### src/rtl/substraction_core_pkg.sv
// Shared constants and types for the registered subtractor.
// Holds the default operand width and the packed layout of the status flags.
package substraction_core_pkg;

   localparam int unsigned SUB_DEFAULT_WIDTH = 32'd4;

   // Status flags captured on the same edge as the difference
   typedef struct packed {
      logic borrow;
      logic zero;
   } sub_flags_t;

endpackage

### src/rtl/substraction_core_full_subtractor.sv
// One-bit full subtractor cell: d = x - y - bin, with bout set on underflow.
// The cells are chained bit by bit into a ripple-borrow subtractor.
module substraction_core_full_subtractor (
   input  logic x,
   input  logic y,
   input  logic bin,
   output logic d,
   output logic bout
);

   logic diff_xy_s;

   assign diff_xy_s = x ^ y;
   assign d         = diff_xy_s ^ bin;
   // A borrow is generated when y beats x, or propagated when x equals y
   assign bout      = (~x & y) | (~diff_xy_s & bin);

endmodule

### src/rtl/substraction_core.sv
// Registered WIDTH-bit unsigned subtractor: result = a - b mod 2^WIDTH,
// with borrow (a < b) and zero (a == b) flags, all launched from flops.
module substraction_core
   import substraction_core_pkg::*;
#(
   parameter int unsigned WIDTH = SUB_DEFAULT_WIDTH
) (
   input  logic             clk,
   input  logic             n_rst,
   input  logic [WIDTH-1:0] a,
   input  logic [WIDTH-1:0] b,
   output logic [WIDTH-1:0] result,
   output logic             borrow,
   output logic             zero
);

   logic [WIDTH:0]   borrow_chain_s;
   logic [WIDTH-1:0] diff_s;
   sub_flags_t       flags_s;
   logic [WIDTH-1:0] result_r;
   sub_flags_t       flags_r;

   assign borrow_chain_s[0] = 1'b0;

   // The borrow ripples from bit 0 up; the final borrow-out is the underflow flag
   generate
      for (genvar i = 0; i < WIDTH; i++) begin : g_bit
         substraction_core_full_subtractor u_fs (
            .x    (a[i]),
            .y    (b[i]),
            .bin  (borrow_chain_s[i]),
            .d    (diff_s[i]),
            .bout (borrow_chain_s[i+1])
         );
      end
   endgenerate

   // Flags come from the difference itself: a zero low word can only mean a == b
   always_comb begin
      flags_s        = sub_flags_t'(2'b00);
      flags_s.borrow = borrow_chain_s[WIDTH];
      flags_s.zero   = ~|diff_s;
   end

   // Output stage: difference and flags captured together, cleared asynchronously
   always_ff @(posedge clk or posedge n_rst) begin
      if (n_rst) begin
         result_r <= {WIDTH{1'b0}};
         flags_r  <= sub_flags_t'(2'b00);
      end else begin
         result_r <= diff_s;
         flags_r  <= flags_s;
      end
   end

   assign result = result_r;
   assign borrow = flags_r.borrow;
   assign zero   = flags_r.zero;

endmodule

### config.mk
export PLATFORM = sky130hd
export DESIGN_NAME = substraction_core
export DESIGN_NICKNAME = d
export VERILOG_FILES = /design/src/rtl/substraction_core_pkg.sv /design/src/rtl/substraction_core_full_subtractor.sv /design/src/rtl/substraction_core.sv
export SDC_FILE = /design/constraint.sdc
export NUM_CORES = 1
export LEC_CHECK = 0
export CAP_MARGIN = 5
export CORE_AREA = 2 2 39 41
export DETAILED_ROUTE_END_ITERATION = 7
export DIE_AREA = 0 0 41 43
export DONT_BUFFER_PORTS = 1
export GPL_ROUTABILITY_DRIVEN = 0
export PLACE_DENSITY = 0.44
export SLEW_MARGIN = 5
export SYNTH_ARGS = -nofsm -noshare
export SYNTH_HDL_FRONTEND = slang
export SYNTH_SLANG_ARGS = --single-unit
### constraint.sdc
create_clock -name clk -period 0.8 [get_ports clk]
set_input_delay 0.2 -clock clk [delete_from_list [all_inputs] [get_ports clk]]
set_output_delay 0.2 -clock clk [all_outputs]
set_load 0.02 [all_outputs]
==> flow_metrics.py <==
metrics = {
    "status": {
        "status": "finished, violations left",
        "violations": "negative setup slack",
    },
    "cells_and_area": {
        "synthToLayoutAreaGrowth_pct": 38.9,
        "n_antenna_cell": 0,
        "final_cell_mix": "6 x inv_1, 4 x inv_2, 3 x dfrtp_2, 3 x clkbuf_4, 3 x dfrtp_1",
        "n_fill_cell": 143,
        "post-route-util_pct": 27.8,
        "drive_above_1_share_pct": 55.6,
        "final_area_sq_um": 384,
        "fin_nets": 43,
        "final_common_cell": "inv_1",
    },
    "route": {
        "drc_errors": 0,
        "wl_um": 436,
        "num_vias": 148,
        "wire_per_inst_um": 10.1,
        "viasPerCell": 3.44,
        "final_antenna_net_count": 0,
        "drtIter0Drc": 0,
        "dr.pass1.iters": 1,
    },
    "clock_tree": {
        "htree_levels": 1,
        "root_buffer": "clkbuf_4",
        "clock_path_buffers": 2,
        "cts_setup_buffers": 0,
        "cts_tree": "yes",
        "clk_pin_slew_worst_paths_ps": 40,
        "clock_sink_count": 6,
        "cts_buffers": 3,
    },
    "synth": {
        "ys_ff_latch": 6,
        "synthesis.area_sq_um": 277,
        "yosysWarnings": 0,
        "synth_fp_nets": 36,
        "syn_area_per_cell_sq_um": 12.6,
        "yosysUniqueCellTypes": 5,
        "ys_seq_area_share_pct": 54.3,
        "synthCells": 22,
    },
    "sta": {
        "max_freq_mhz": 650,
        "min_period_over_period_pct": 192,
        "fin_ws_ps": -738,
        "slew_violations": 0,
        "whs_ps": 134,
        "max-slew-margin-rel_pct": 85.6,
        "period_minus_slack_ps": 1540,
        "tightest_slew_ps": 215,
        "setup_viol": 10,
        "finalHoldViolCount": 0,
        "rsz0062_at_grt": "yes",
    },
    "setup_path": {
        "critPathArrivalTime_ps": 1660,
        "startpoint_type": "input port",
        "crit_slowest_cell": "fa_1",
        "cpMostUsedCell": "inv_2",
        "cp_slowest_stage_delay_ps": 480,
        "crit_chain": "clkinv_16, ha_4, inv_2, fa_2, inv_2, fa_2, inv_2, fa_1, and4bb_1",
        "critPathKind": "input port to register",
        "crit_start": "a[0]",
        "cp_max_fo": 2,
        "crit_required_ps": 920,
        "end_kind": "register",
    },
    "pwr": {
        "pwr-share-clk_pct": 33.7,
        "power.density_mw_per_mm2": 2060,
        "switchingPower_w": 0.000214,
        "combPwrFrac_pct": 13.6,
        "p_leak_nw": 0.186,
        "pwr-share-seq_pct": 52.8,
        "max-vdd-ir-drop_v": 0.000378,
        "swShare_pct": 27.0,
        "internal-power_w": 0.000579,
    },
    "die": {
        "start_util_pct": 20.0,
        "design.die.area_sq_mm": 0.00176,
        "core_area_sq_mm": 0.00138,
        "dieHeight_um": 43,
        "fp-row-count": 14,
        "die_w_um": 41,
        "io_pins": 16,
    },
    "hold_path": {
        "worst_hold_path_type": "input port to register",
        "worstHoldStart": "b[0]",
    },
    "placement": {
        "port_buffers": 0,
        "dpl.hpwl_um": 402,
        "placed_cell_area_sq_um": 334,
    },
    "global_route": {
        "grt_pass1_wl_um": 710,
        "first_global_vias": 193,
        "gr-total-overflow": 0,
        "grt_max_degree": 7,
        "antenna_found_initial": 0,
        "grtUsageTotal_pct": 6.17,
    },
    "job": {
        "cap_violations": 0,
    },
}
-- what timing repair did --
item / 4_1_cts / 5_1_grt
endpoints found under the setup margin: 10 / 10
hold buffers: 1 / 0
endpoints found under the hold margin: 6 / 0
gates resized for setup: 4 / 2
pin swaps: 0 / 0
-- worst paths after layout --
check | slack (ps) | endpoint | depth (start not counted)
min in group asynchronous | 310 | result[3] | 2
hold / removal | 130 | result[0] | 2
max in group asynchronous | 290 | result[1] | 2
setup / recovery | -740 | zero | 9
-- cell type report --
type / count / area [sq um] / share of cell area [%]
multi-input combinational: 5 / 103 / 26.7
sequential: 6 / 154 / 40.1
tap: 16 / 20.0 / 5.21
timing repair buffer: 2 / 17.5 / 4.56
inverter: 11 / 67.6 / 17.6
clock buffer: 3 / 22.5 / 5.86
-- layer usage --
| metal | GRT usage, % | vias up | wire [um] |
|---|---|---|---|
| li1 | - | 67 | - |
| met1 | 7.26 | 68 | 181 |
| met2 | 8.13 | 13 | 207 |
| met3 | 0.524 | 0 | 47 |
| met4 | 8.00 | 0 | 0 |
| met5 | 0 | - | 0 |
-- power groups by stage --
stage	clock network, W	registers [W]	logic (W)
final	0.000267	0.000418	0.000108
after global routing	0.000291	0.000423	0.000129
after CTS	0.000286	0.000420	0.000110
after detailed placement	0	0.000420	0.000103
after global placement	0	0.000416	0.0000988
after floorplan	0	0.000413	0.0000697
-- state kept, by name, indices dropped and copies added (netlist names) --
signal,flops
zero,1
result,4
borrow,1
-- worst max-delay path, delay by kind of cell --
kind                     cells  cell delay (ps)
adder cells (fa/ha/maj)      4             1090
AND/OR/NAND/NOR              1              210
buffers and inverters        4              140
-- cell families (layout without fill, tap and decap cells) --
group / count (synthesis) / count (layout) / share of synthesized area, %
and+or+nand+nor: 1 / 1 / 4.52
buffers and inverters: 11 / 16 / 14.9
DFF: 6 / 6 / 54.3
adders and majority gates: 4 / 4 / 26.2
-- cell usage after synthesis --
master	number	area, sq um
ha_1	1	12.5
and4bb_1	1	12.5
fa_1	3	60.1
inv_1	11	41.3
dfrtp_1	6	150
-- per-stage QoR --
step	setup slack, ps	std cells	power [W]	setup TNS [ps]
floorplan	-945	22	0.000483	-2890
global placement	-992	39	0.000515	-3190
detailed placement	-996	39	0.000523	-3240
CTS	-740	43	0.000816	-2580
global route	-804	43	0.000844	-2860
finish	-738	43	0.000793	-2510
No activity file was read; power rests on OpenSTA's default activity.
